==> config.mk <==
export PLATFORM = sky130hd
export DESIGN_NAME = squirrel_rst_seq_flat
export DESIGN_NICKNAME = d
export VERILOG_FILES = /design/src/rtl/squirrel_rst_pkg.sv /design/src/rtl/squirrel_rst_seq_if.sv /design/src/rtl/squirrel_sync_ff.sv /design/src/rtl/squirrel_rst_seq.sv /design/src/flat_wrapper.sv
export SDC_FILE = /design/constraint.sdc
export NUM_CORES = 1
export LEC_CHECK = 0
export CAP_MARGIN = 40
export CORE_MARGIN = 2
export CORE_UTILIZATION = 35
export DETAILED_ROUTE_END_ITERATION = 10
export SYNTH_ARGS = -nofsm -noshare
export SYNTH_HDL_FRONTEND = slang
export SYNTH_SLANG_ARGS = --single-unit
==> constraint.sdc <==
create_clock -name clk_i -period 5.86 [get_ports clk_i]
set_clock_uncertainty 0.15 [all_clocks]
set_input_delay 0.586 -clock clk_i [delete_from_list [all_inputs] [get_ports clk_i]]
set_output_delay 0.586 -clock clk_i [all_outputs]
set_load 0.1 [all_outputs]
==> src/rtl/squirrel_rst_pkg.sv <==
// rtl/squirrel_rst_pkg.sv - shared types and constants for the Squirrel reset sequencer
package squirrel_rst_pkg;

   typedef enum logic [1:0] {
      WAIT_LOCK,
      RELEASE,
      RUN,
      HOLD
   } rst_seq_state_e;

   localparam int LockLossW = 8;

   function automatic int max_int(input int a, input int b);
      return (a > b) ? a : b;
   endfunction

endpackage

==> src/rtl/squirrel_rst_seq_if.sv <==
// rtl/squirrel_rst_seq_if.sv - lock/request inputs and sequenced reset outputs of the reset sequencer
interface squirrel_rst_seq_if #(
   parameter int NumOut = 3
);
   import squirrel_rst_pkg::*;

   logic                 lock_i;
   logic                 sw_rst_req_i;
   logic [NumOut-1:0]    rst_no;
   logic                 rst_done_o;
   logic [LockLossW-1:0] lock_loss_o;

   modport master (
      output lock_i,
      output sw_rst_req_i,
      input  rst_no,
      input  rst_done_o,
      input  lock_loss_o
   );

   modport slave (
      input  lock_i,
      input  sw_rst_req_i,
      output rst_no,
      output rst_done_o,
      output lock_loss_o
   );

endinterface

==> src/rtl/squirrel_sync_ff.sv <==
// rtl/squirrel_sync_ff.sv - multi-stage flop synchroniser for a single asynchronous bit
module squirrel_sync_ff #(
   parameter int   Stages   = 2,
   parameter logic ResetVal = 1'b0
) (
   input  logic clk_i,
   input  logic rst_ni,
   input  logic d_i,
   output logic q_o
);

   logic [Stages-1:0] sync_q;
   logic [Stages-1:0] sync_d;

   always_comb begin
      sync_d = {sync_q[Stages-2:0], d_i};
   end

   always_ff @(posedge clk_i or negedge rst_ni) begin
      if (!rst_ni) begin
         sync_q <= {Stages{ResetVal}};
      end else begin
         sync_q <= sync_d;
      end
   end

   assign q_o = sync_q[Stages-1];

endmodule

==> src/rtl/squirrel_rst_seq.sv <==
// rtl/squirrel_rst_seq.sv - qualifies MMCM lock and releases NumOut resets in order, counting lock losses
module squirrel_rst_seq
   import squirrel_rst_pkg::*;
#(
   parameter int NumOut     = 3,
   parameter int SyncStages = 2,
   parameter int LockFilter = 8,
   parameter int StageDelay = 16
) (
   input  logic               clk_i,
   input  logic               rst_ni,
   squirrel_rst_seq_if.slave  bus
);

   localparam int CntW = $clog2(max_int(LockFilter, StageDelay) + 1);
   localparam int IdxW = $clog2(NumOut + 1);

   localparam logic [CntW-1:0]      FiltLast = CntW'(LockFilter - 1);
   localparam logic [CntW-1:0]      DlyLast  = CntW'(StageDelay - 1);
   localparam logic [IdxW-1:0]      IdxLast  = IdxW'(NumOut - 1);
   localparam logic [LockLossW-1:0] LossMax  = '1;

   logic lock_sync;

   squirrel_sync_ff #(
      .Stages   (SyncStages),
      .ResetVal (1'b0)
   ) u_lock_sync (
      .clk_i  (clk_i),
      .rst_ni (rst_ni),
      .d_i    (bus.lock_i),
      .q_o    (lock_sync)
   );

   rst_seq_state_e       state_q,  state_d;
   logic [CntW-1:0]      filt_q,   filt_d;
   logic [CntW-1:0]      dly_q,    dly_d;
   logic [IdxW-1:0]      idx_q,    idx_d;
   logic [NumOut-1:0]    rst_no_q, rst_no_d;
   logic                 done_q,   done_d;
   logic [LockLossW-1:0] loss_q,   loss_d;
   logic                 abort;

   always_comb begin
      state_d  = state_q;
      filt_d   = filt_q;
      dly_d    = dly_q;
      idx_d    = idx_q;
      rst_no_d = rst_no_q;
      done_d   = done_q;
      loss_d   = loss_q;
      abort    = !lock_sync || bus.sw_rst_req_i;

      case (state_q)
         WAIT_LOCK: begin
            if (abort) begin
               filt_d = '0;
            end else if (filt_q == FiltLast) begin
               state_d = RELEASE;
               idx_d   = '0;
               dly_d   = '0;
            end else begin
               filt_d = filt_q + 1'b1;
            end
         end
         RELEASE, RUN: begin
            // Abort wins over a release due on the same edge, so no partial pattern survives.
            if (abort) begin
               state_d  = HOLD;
               dly_d    = '0;
               rst_no_d = '0;
               done_d   = 1'b0;
               if (!lock_sync && loss_q != LossMax) begin
                  loss_d = loss_q + 1'b1;
               end
            end else if (state_q == RELEASE) begin
               if (dly_q == DlyLast) begin
                  rst_no_d[idx_q] = 1'b1;
                  dly_d           = '0;
                  idx_d           = idx_q + 1'b1;
                  if (idx_q == IdxLast) begin
                     state_d = RUN;
                     done_d  = 1'b1;
                  end
               end else begin
                  dly_d = dly_q + 1'b1;
               end
            end
         end
         HOLD: begin
            // Fixed-length hold: inputs are deliberately ignored until it expires.
            if (dly_q == DlyLast) begin
               state_d = WAIT_LOCK;
               filt_d  = '0;
               dly_d   = '0;
            end else begin
               dly_d = dly_q + 1'b1;
            end
         end
         default: begin
            state_d = WAIT_LOCK;
         end
      endcase
   end

   always_ff @(posedge clk_i or negedge rst_ni) begin
      if (!rst_ni) begin
         state_q  <= WAIT_LOCK;
         filt_q   <= '0;
         dly_q    <= '0;
         idx_q    <= '0;
         rst_no_q <= '0;
         done_q   <= 1'b0;
         loss_q   <= '0;
      end else begin
         state_q  <= state_d;
         filt_q   <= filt_d;
         dly_q    <= dly_d;
         idx_q    <= idx_d;
         rst_no_q <= rst_no_d;
         done_q   <= done_d;
         loss_q   <= loss_d;
      end
   end

   assign bus.rst_no      = rst_no_q;
   assign bus.rst_done_o  = done_q;
   assign bus.lock_loss_o = loss_q;

endmodule

==> src/flat_wrapper.sv <==
// flat-port wrapper written by rule: the top's interface ports become plain ports
module squirrel_rst_seq_flat import squirrel_rst_pkg::*;
#(
   parameter int NumOut     = 3,
   parameter int SyncStages = 2,
   parameter int LockFilter = 8,
   parameter int StageDelay = 16
)
  (clk_i, rst_ni, bus_lock_i, bus_sw_rst_req_i, bus_rst_no, bus_rst_done_o, bus_lock_loss_o);
  squirrel_rst_seq_if #(.NumOut(NumOut)) bus_i ();
  input  logic clk_i;
  input  logic rst_ni;
  input wire logic [$bits(bus_i.lock_i)-1:0] bus_lock_i;
  input wire logic [$bits(bus_i.sw_rst_req_i)-1:0] bus_sw_rst_req_i;
  output wire logic [$bits(bus_i.rst_no)-1:0] bus_rst_no;
  output wire logic [$bits(bus_i.rst_done_o)-1:0] bus_rst_done_o;
  output wire logic [$bits(bus_i.lock_loss_o)-1:0] bus_lock_loss_o;
  assign bus_i.lock_i = bus_lock_i;
  assign bus_i.sw_rst_req_i = bus_sw_rst_req_i;
  assign bus_rst_no = bus_i.rst_no;
  assign bus_rst_done_o = bus_i.rst_done_o;
  assign bus_lock_loss_o = bus_i.lock_loss_o;
  squirrel_rst_seq #(.NumOut(NumOut), .SyncStages(SyncStages), .LockFilter(LockFilter), .StageDelay(StageDelay)) u_core (.clk_i(clk_i), .rst_ni(rst_ni), .bus(bus_i));
endmodule
==> results of run 1 <==
==> cells in the final DEF, fill, tap and decap left out, types with 4 or more instances in the layout <==
cell type and count:
dfrtp_1 28, clkdlybuf4s50_1 15, buf_8 12, ha_1 11, nand2_1 10, inv_1 7, nor2_1 7, a21oi_1 7
xnor2_1 6, and3_1 5, o21ai_0 5, nand3_1 4, clkbuf_8 4
==> kinds of logic (layout without fill, tap and decap cells) <==
group / after synthesis / count (layout)
XOR/XNOR: 7 / 7
adder cells (fa/ha/maj): 11 / 11
AND/OR/NAND/NOR: 45 / 45
AO/OA/AOI/OAI: 31 / 31
multiplexers: 6 / 6
flip-flops: 28 / 28
buffers and inverters: 8 / 39
==> layer usage <==
layer	wire, µm	global-route usage [%]	share of wire, %	vias to the layer above
met5	0	0	0	-
met3	114	2.18	3.8	8
met2	1460	22.9	48	33
li1	-	-	-	558
met4	76	6.41	2.5	0
met1	1360	17.2	45	551
==> final cells by class <==
| cell class | instances | area [µm²] | area share (%) |
|---|---|---|---|
| Clock buffer | 4 | 55.1 | 2.81 |
| Inverter | 7 | 26.3 | 1.34 |
| Sequential cell | 28 | 701 | 35.7 |
| Timing Repair Buffer | 28 | 338 | 17.2 |
| Multi-Input combinational cell | 100 | 778 | 39.7 |
| Tap cell | 50 | 62.6 | 3.19 |
==> power by group through the flow <==
stage / combinational [µW] / clock (µW) / sequential [µW]
5_1_grt: 596 / 133 / 289
6_report: 545 / 122 / 281
3_3_place_gp: 480 / 0 / 282
2_1_floorplan: 269 / 0 / 395
3_5_place_dp: 544 / 0 / 284
4_1_cts: 548 / 125 / 281
==> cell usage after synthesis (all sizes together), types with 3 or more instances <==
| cell | instances |
|---|---|
| nor2 | 7 |
| a21oi | 7 |
| xnor2 | 6 |
| nand4 | 3 |
| o21ai | 6 |
| and3 | 5 |
| ha | 11 |
| nand2 | 10 |
| dfrtp | 28 |
| nand3 | 4 |
| mux2i | 4 |
| nand2b | 3 |
| inv | 7 |
==> critical path, cell delays in order, from the launching register on <==
cell and delay (ps):
dfrtp_1 400, inv_1 90, ha_1 530, inv_1 170, a311oi_4 420, mux2_2 380
==> sequential cells by signal (all words and copies together), names as in the netlist <==
name                       count
u_core.idx_q                   2
u_core.u_lock_sync.sync_q      2
u_core.bus.lock_loss_o         8
u_core.filt_q                  5
u_core.bus.rst_done_o          1
u_core.dly_q                   5
u_core.state_q                 2
u_core.bus.rst_no              3
==> through the flow <==
step	std cells	cell area (µm²)	power, µW	setup slack [ps]	util [%]
floorplan	136	1510	664	3500	-
global placement	201	1730	763	3560	42.2
detailed placement	213	1910	829	3500	46.6
CTS	217	1960	954	3600	48.0
global route	217	1960	1020	3440	48.0
finish	217	1960	947	3600	48.0
==> worst max-delay path by stage <==
stage | cells after the start | from | slack, ps | endpoint
after detailed placement | 5 | bus_sw_rst_req_i | 3500 | u_core.state_q[0]
after floorplan | 4 | u_core.bus.lock_loss_o[0] | 3500 | u_core.bus.lock_loss_o[1]
after global routing | 5 | u_core.state_q[1] | 3440 | u_core.bus.lock_loss_o[1]
final | 5 | u_core.state_q[1] | 3600 | u_core.bus.lock_loss_o[1]
after global placement | 1 | u_core.bus.lock_loss_o[7] | 3560 | bus_lock_loss_o[7]
after CTS | 5 | u_core.state_q[1] | 3600 | u_core.bus.lock_loss_o[1]
==> out/results.tsv, run 1 <==
metric	value	unit
outcome	finished clean	
syn_to_final_growth	29.8	%
drive_gt1_share	15.6	%
p_int	505	µW
clk-insertion-delay-late	280	ps
numClockSinks	28	
postSynthAreaPerCell	11.1	µm²
cts_tree	built	
timing.fmax	443	MHz
power_density	483	nW/µm²
vias	1150	
switching_share	46.7	%
r2r_setup_slack	3600	ps
cp_max_fo	10	
synth_largest_area_cell	dfrtp_1	
start_util	37.0	%
antenna_found_initial	0	
synth.top_cell.area_share	46.4	%
p_switching	442	µW
grt_max_degree	29	
viasPerCell	5.30	
path_clk_slew	100	ps
grtUsageTotal	13.7	%
synth_mux_area_share	4.39	%
synth.distinct_cells	45	
rsz0062_at_grt	no	
synthXorXnorAreaFrac	4.06	%
routabilityCongestion	0.820	
rr_endpoint	u_core.bus.lock_loss_o[1]	
clock_path_buffers	2	
yosys.area_share.adder	9.11	%
drt_first_pass_iters	4	
fillers	361	
min_path_cells	0	
ys.flop_type	dfrtp_1	
drtIter0Drc	36	
ios	16	
numPortBuffers	15	
cts_buffers	3	
min_to	u_core.u_lock_sync.sync_q[1]	
grt_pass1_vias	1253	
maxCapViolations	0	
synth_compound_area_share	16.3	%
p_leak	0.000887	µW
cts-root-buf	clkbuf_8	
grt_remaining_overflow	0	
fin_crit_sh	38.5	%
ys_warn_count	0	
hp-class	reg -> reg	
totalWireLength	3.01	mm
synth_seq_area_share	46.4	%
syn_area	1510	µm²
criticalPathCategory	reg -> reg	
cts.htree.levels	1	
worst_pin_slew	436	ps
relSlewSlack	70.7	%
arrival	2280	ps
grt_pass1_wl	5.51	mm
dp_hpwl	2.29	mm
syn_nets	151	
setup_viol	0	
die_area	4860	µm²
setup.worst_path.end_class	flop	
r2r-start	u_core.state_q[1]	
die_w	69.7	µm
die_height	69.7	µm
hold_buffers	0	
coreArea	4090	µm²
num_antenna_cells	0	
route.detailed.drc	0	
std_cell_rows	23	
synth_simple_gate_area_share	17.6	%
hp-start	u_core.u_lock_sync.sync_q[0]	
drv_slew	0	
synthTopCellsByArea	dfrtp_1 46%, ha_1 9.1%, xnor2_1 3.5%	
routedWlPerCell	13.8	µm
synth_seq_cells	28	
postCtsSetupRepairBufs	0	
required	5880	ps
clkPwrFrac	12.8	%
synth_top_family_by_area	simple AND/OR/NAND/NOR gates	
max-vdd-ir-drop	497	µV
hold_violations	0	
rr_worst_depth	5	
synth_edf_count	0	
synthArstFlopShare	100	%
p_comb_share	57.5	%
ant_nets	0	
setup_tns	0	ps
start_kind	flop	
syn_inst	136	
nNetsFinal	183	
min_period	2260	ps
fin_hold_ws	206	ps
cts.repair.resized	0	
seqPwrFrac	29.7	%
Power figures use the tool's default switching activity.
==> run 2, diff against run 1 <==
==> constraint.sdc (replaced) <==
create_clock -name clk_i -period 1.8 [get_ports clk_i]
set_clock_uncertainty 0.15 [all_clocks]
set_input_delay 0.18 -clock clk_i [delete_from_list [all_inputs] [get_ports clk_i]]
set_output_delay 0.18 -clock clk_i [all_outputs]
set_load 0.1 [all_outputs]
==> run 2 against run 1 <==
- the run now ends with setup timing left
- total power increased to 4.1 times the previous value
- final cell count up 11%
- core utilization increased by 8.9 points
- non-clock buffer count increased by 24
- count of clock-buffer cells in the layout is the same
- first-iteration DRC count rose by 22%
- sequential share of layout area shrank 5.0 points
- critical path type unchanged
- largest cell class unchanged
==> out/results.tsv, run 2 (synthesized netlist as in run 1, its figures left out) <==
metric	value	unit	change
ant_nets	0		unchanged
start_kind	flop		unchanged
rsz0062_at_grt	yes		was no
grt_pass1_vias	1336		was 1253
p_comb_share	66.1	%	was 57.5%
fin_crit_sh	100	%	was 38.5%
grtUsageTotal	15.2	%	was 13.7%
worst_pin_slew	371	ps	was 436 ps
cp-endpoint	u_core.state_q[0]		was u_core.bus.lock_loss_o[1]
critPathBufInv	2		unchanged
cts_tree	built		unchanged
die_height	69.7	µm	unchanged
drv_slew	0		unchanged
cts.htree.levels	1		unchanged
die_area	4860	µm²	unchanged
clk-insertion-delay-late	270	ps	was 280 ps
required	1860	ps	was 5880 ps
die_w	69.7	µm	unchanged
cp_slowest_cell	dfrtp_1		was ha_1
setup_tns	-8.53	ps	was 0 ps
max-vdd-ir-drop	1310	µV	was 497 µV
viasPerCell	5.29		was 5.30
r2r-start	u_core.state_q[1]		unchanged
layout_common_cells	36 x buf_4, 21 x dfrtp_1, 12 x buf_12, 10 x nand2_1, 7 x nor2_1		was 28 x dfrtp_1, 15 x clkdlybuf4s50_1, 12 x buf_8, 11 x ha_1, 10 x nand2_1
grt_max_degree	29		unchanged
max_stage_delay	420	ps	was 530 ps
outcome	finished, violations left		was finished clean
drtIter0Drc	44		was 36
maxCapViolations	0		unchanged
fillers	335		was 361
totalWireLength	3.54	mm	was 3.01 mm
grt_pass1_wl	6.07	mm	was 5.51 mm
cts-root-buf	clkbuf_8		unchanged
switching_share	43.1	%	was 46.7%
hp-class	in -> async		was reg -> reg
p_int	2210	µW	was 505 µW
r2r_setup_slack	-9	ps	was 3600 ps
numClockSinks	28		unchanged
coreArea	4090	µm²	unchanged
numPortBuffers	15		unchanged
drt_first_pass_iters	4		unchanged
violations	setup timing		
antenna_found_initial	0		unchanged
min_period	1810	ps	was 2260 ps
p_leak	0.00105	µW	was 0.000887 µW
worst_slack	-8.53	ps	was 3600 ps
std_cell_rows	23		unchanged
largest_register_ffs	8		unchanged
routabilityCongestion	0.740		was 0.820
syn_to_final_growth	53.9	%	was 29.8%
startpoint	u_core.state_q[1]		unchanged
clock_path_buffers	2		unchanged
timing.fmax	553	MHz	was 443 MHz
criticalPathCategory	reg -> reg		unchanged
dp_hpwl	2.45	mm	was 2.29 mm
path_clk_slew	90	ps	was 100 ps
setup_viol	1		was 0
drive_gt1_share	47.1	%	was 15.6%
rr_endpoint	u_core.state_q[0]		was u_core.bus.lock_loss_o[1]
cts_buffers	3		unchanged
cp_cell_sequence	inv_2 -> ha_4 -> nand3b_1 -> buf_4 -> a21oi_2 -> nor4_4 -> mux2i_1		was inv_1 -> ha_1 -> inv_1 -> a311oi_4 -> mux2_2
vias	1275		was 1150
route.detailed.drc	0		unchanged
hold_violations	0		unchanged
setup.worst_path.end_class	flop		unchanged
final_common_cell	buf_4		was dfrtp_1
power_density	1680	nW/µm²	was 483 nW/µm²
relSlewSlack	75.3	%	was 70.7%
start_util	37.0	%	unchanged
finalCoreUtilization	56.9	%	was 48.0%
seqPwrFrac	23.8	%	was 29.7%
grt_remaining_overflow	0		unchanged
arrival	1860	ps	was 2280 ps
clkPwrFrac	10.0	%	was 12.8%
nNetsFinal	207		was 183
num_antenna_cells	0		unchanged
path_depth	7		was 5
cp_max_fo	5		was 10
rr_worst_depth	7		was 5
ios	16		unchanged
p_switching	1680	µW	was 442 µW
critPathTopFamily	simple AND/OR/NAND/NOR gates		was adder cells
routedWlPerCell	14.7	µm	was 13.8 µm
## run 2: cell count changes in the layout (fill, tap and decap cells not counted), moves of 3 or more
cell and change:
ha_2 +3, dfrtp_2 +5, inv_2 +4, buf_8 -12, dfrtp_1 -7, buf_12 +12
ha_1 -6, clkdlybuf4s50_1 -12, buf_4 +35, ha_4 +3, inv_1 -4
## run 2: power groups by stage
stage               Sequential [µW]  Clock (µW)  Combinational [µW]
floorplan                      1320           0                 923
global placement                919           0                2220
detailed placement              927           0                2270
CTS                             918         403                2350
global route                    948         435                2770
finish                          928         391                2580
## run 2: area by class of cell
type / instances / area (µm²) / area share [%]
clock buffers: 4 / 55.1 / 2.37
inverters: 7 / 26.3 / 1.13
multi-input cells: 100 / 915 / 39.3
flip-flops and latches: 28 / 714 / 30.7
well taps: 50 / 62.6 / 2.69
repair buffers: 52 / 552 / 23.7
## run 2: worst min path at each step
stage | start | to | cells past startpoint
final | rst_ni | u_core.dly_q[2] | 2
after global routing | rst_ni | u_core.dly_q[2] | 2
after CTS | rst_ni | u_core.dly_q[1] | 2
after detailed placement | u_core.u_lock_sync.sync_q[0] | u_core.u_lock_sync.sync_q[1] | 0
after global placement | u_core.u_lock_sync.sync_q[0] | u_core.u_lock_sync.sync_q[1] | 0
after floorplan | rst_ni | u_core.bus.lock_loss_o[2] | 0
## run 2: layer usage
layer,vias to the layer above,share of wire (%),global-route usage [%]
li1,604,-,-
met1,637,43,19.2
met2,29,52,26.0
met3,5,4.3,3.34
met4,0,1.2,4.91
met5,-,0,0
## run 2: metrics by stage
step | hold slack (ps) | worst slack [ps] | area [µm²] | cells | power (µW)
floorplan | -266 | -235 | 1550 | 136 | 2250
global placement | 185 | -20.2 | 2100 | 230 | 3140
detailed placement | 186 | -68.4 | 2100 | 230 | 3190
CTS | 139 | -25.2 | 2180 | 234 | 3670
global route | 157 | -79.7 | 2320 | 241 | 4150
finish | 127 | -8.53 | 2320 | 241 | 3900
## run 2: repair_timing
action / CTS / global route
cloned: 0 / 0
resized for setup: 6 / 22
pin swaps: 3 / 11
setup buffers: 0 / 7
endpoints found under the hold margin: 0 / 0
endpoints found under the setup margin: 14 / 16
hold buffers: 0 / 0
==> run 3, diff against run 2 <==
--- a/config.mk
+++ b/config.mk
@@ -9,6 +9,7 @@
 export CORE_MARGIN = 2
 export CORE_UTILIZATION = 35
 export DETAILED_ROUTE_END_ITERATION = 10
+export RECOVER_POWER = 25
 export SYNTH_ARGS = -nofsm -noshare
 export SYNTH_HDL_FRONTEND = slang
 export SYNTH_SLANG_ARGS = --single-unit
==> constraint.sdc (replaced) <==
create_clock -name clk_i -period 1.7 [get_ports clk_i]
set_clock_uncertainty 0.15 [all_clocks]
set_input_delay 0.17 -clock clk_i [delete_from_list [all_inputs] [get_ports clk_i]]
set_output_delay 0.17 -clock clk_i [all_outputs]
set_load 0.1 [all_outputs]
==> run 3 against run 2 <==
- highest routed layer unchanged
- worst setup slack lost 96 ps
- critical path depth shrank 2
- the run still ends with setup timing left
- sequential power grew 4.3%
- maximum frequency grew 0.20%
- non-clock buffer count grew 14
- critical endpoint is now u_core.bus.lock_loss_o[1]
- count of clock-buffer cells in the layout is the same
- global-route usage grew 2.0 points
- hold slack gained 80 ps
- die area is the same
==> out/results.tsv, run 3 (synthesized netlist as in run 1, its figures left out) <==
metric	value	unit	change
max-vdd-ir-drop	1190	µV	was 1310 µV
ant_nets	0		unchanged
fin_crit_sh	106	%	was 100%
clock_path_buffers	2		unchanged
grt_max_degree	29		unchanged
grt_pass1_vias	1461		was 1336
hp-start	u_core.u_lock_sync.sync_q[0]		
die_area	4860	µm²	unchanged
routedWlPerCell	15.8	µm	was 14.7 µm
die_w	69.7	µm	unchanged
cp_max_fo	8		was 5
largest_register_ffs	8		unchanged
layout_common_cells	39 x buf_4, 21 x dfrtp_1, 12 x buf_12, 11 x buf_6, 10 x nand2_1		was 36 x buf_4, 21 x dfrtp_1, 12 x buf_12, 10 x nand2_1, 7 x nor2_1
drive_gt1_share	57.1	%	was 47.1%
coreArea	4090	µm²	unchanged
worst_slack	-105	ps	was -8.53 ps
final_cell_area	2590	µm²	was 2320 µm²
min_path_cells	0		
viasPerCell	5.20		was 5.29
drtIter0Drc	42		was 44
rr_worst_depth	5		was 7
setup_viol	13		was 1
setup.worst_path.end_class	flop		unchanged
numPortBuffers	15		unchanged
num_antenna_cells	0		unchanged
hold_violations	0		unchanged
route.detailed.drc	0		unchanged
start_kind	flop		unchanged
worst_pin_slew	700	ps	was 371 ps
hold_buffers	0		unchanged
criticalPathCategory	reg -> reg		unchanged
regArea	714	µm²	unchanged
cts.htree.levels	1		unchanged
place_area	2170	µm²	was 2100 µm²
drt_first_pass_iters	5		was 4
grtUsageTotal	17.3	%	was 15.2%
cts-root-buf	clkbuf_8		unchanged
instances_no_fill	255		was 241
std_cell_rows	23		unchanged
nNetsFinal	221		was 207
power_density	1840	nW/µm²	was 1680 nW/µm²
fillers	310		was 335
path_clk_slew	100	ps	was 90 ps
min_period	1800	ps	was 1810 ps
grt_remaining_overflow	0		unchanged
syn_to_final_growth	71.3	%	was 53.9%
min_to	u_core.u_lock_sync.sync_q[1]		
rsz0062_at_grt	yes		unchanged
routabilityCongestion	0.856		was 0.740
dp.cells	238		was 230
dp_hpwl	2.77	mm	was 2.45 mm
ios	16		unchanged
violations	setup timing		unchanged
outcome	finished, violations left		unchanged
die_height	69.7	µm	unchanged
hp-class	reg -> reg		was in -> async
grt_pass1_wl	6.78	mm	was 6.07 mm
final_common_cell	buf_4		unchanged
start_util	37.0	%	unchanged
cts_buffers	3		unchanged
maxCapViolations	0		unchanged
r2r_setup_slack	-100	ps	was -9 ps
p_leak	0.00115	µW	was 0.00105 µW
multi_input_area	1030	µm²	was 915 µm²
cts_tree	built		unchanged
rr_endpoint	u_core.bus.lock_loss_o[1]		was u_core.state_q[0]
clk-insertion-delay-late	280	ps	was 270 ps
timing.fmax	554	MHz	was 553 MHz
numClockSinks	28		unchanged
drv_slew	0		unchanged
vias	1327		was 1275
relSlewSlack	53.3	%	was 75.3%
r2r-start	u_core.bus.lock_loss_o[1]		was u_core.state_q[1]
antenna_found_initial	0		unchanged
arrival	1830	ps	was 1860 ps
required	1730	ps	was 1860 ps
totalWireLength	4.02	mm	was 3.54 mm
[run 3: changes by cell type in the layout (fill, tap and decap cells not counted), sizes merged]
cell           previous run  this run
buf                      49        62
clkdlybuf4s50             3         1
clkbuf                    4         5
dlygate4sd3               0         2
[run 3: how the worst max path moves through the flow]
stage	from	end	cells past startpoint
after floorplan	u_core.bus.lock_loss_o[1]	u_core.bus.lock_loss_o[7]	5
after global placement	u_core.bus.lock_loss_o[1]	u_core.bus.lock_loss_o[1]	5
after detailed placement	u_core.state_q[0]	u_core.dly_q[0]	6
after CTS	u_core.state_q[0]	u_core.idx_q[0]	6
after global routing	u_core.state_q[0]	u_core.dly_q[0]	6
final	u_core.bus.lock_loss_o[1]	u_core.bus.lock_loss_o[1]	5
[run 3: stage by stage]
| stage | hold WS (ps) | util (%) | setup TNS (ps) | worst slack [ps] | power (µW) |
|---|---|---|---|---|---|
| after floorplan | -276 | - | -2110 | -335 | 2420 |
| after global placement | 183 | 53.1 | -1130 | -115 | 3450 |
| after detailed placement | 188 | 53.1 | -2300 | -238 | 3540 |
| after CTS | 115 | 57.5 | -635 | -117 | 4300 |
| after global routing | 242 | 63.3 | -2060 | -172 | 5050 |
| final | 207 | 63.3 | -682 | -105 | 4750 |
[run 3: power by group]
part           internal (µW)  switching, µW
registers                846            122
clock network            208            215
logic                   1650           1710
total                   2710           2040
[run 3: area by class of cell]
class / count / share of cell area, %
repair buffers: 66 / 26.7
well taps: 50 / 2.42
clock buffers: 4 / 2.13
multi-input cells: 100 / 40.0
inverters: 7 / 1.11
flip-flops and latches: 28 / 27.6
[run 3: per-layer routing]
metal,global-route usage (%),share of wire [%],vias to the layer above
met1,20.5,42,661
li1,-,-,639
met2,31.5,54,22
met4,5.98,1.4,0
met3,2.76,2.9,5
met5,0,0,-
[run 3: repair_timing]
| action | CTS | global route |
|---|---|---|
| buffers inserted | 4 | 9 |
| pin swaps | 17 | 19 |
| setup endpoints to repair | 20 | 21 |
| gates resized for setup | 23 | 35 |
[run 3: critical path, stage by stage (launching register included)]
cell and delay (ps):
dfrtp_4 500, ha_4 160, and3_4 150, a311oi_4 270
buf_6 170, mux2_4 300
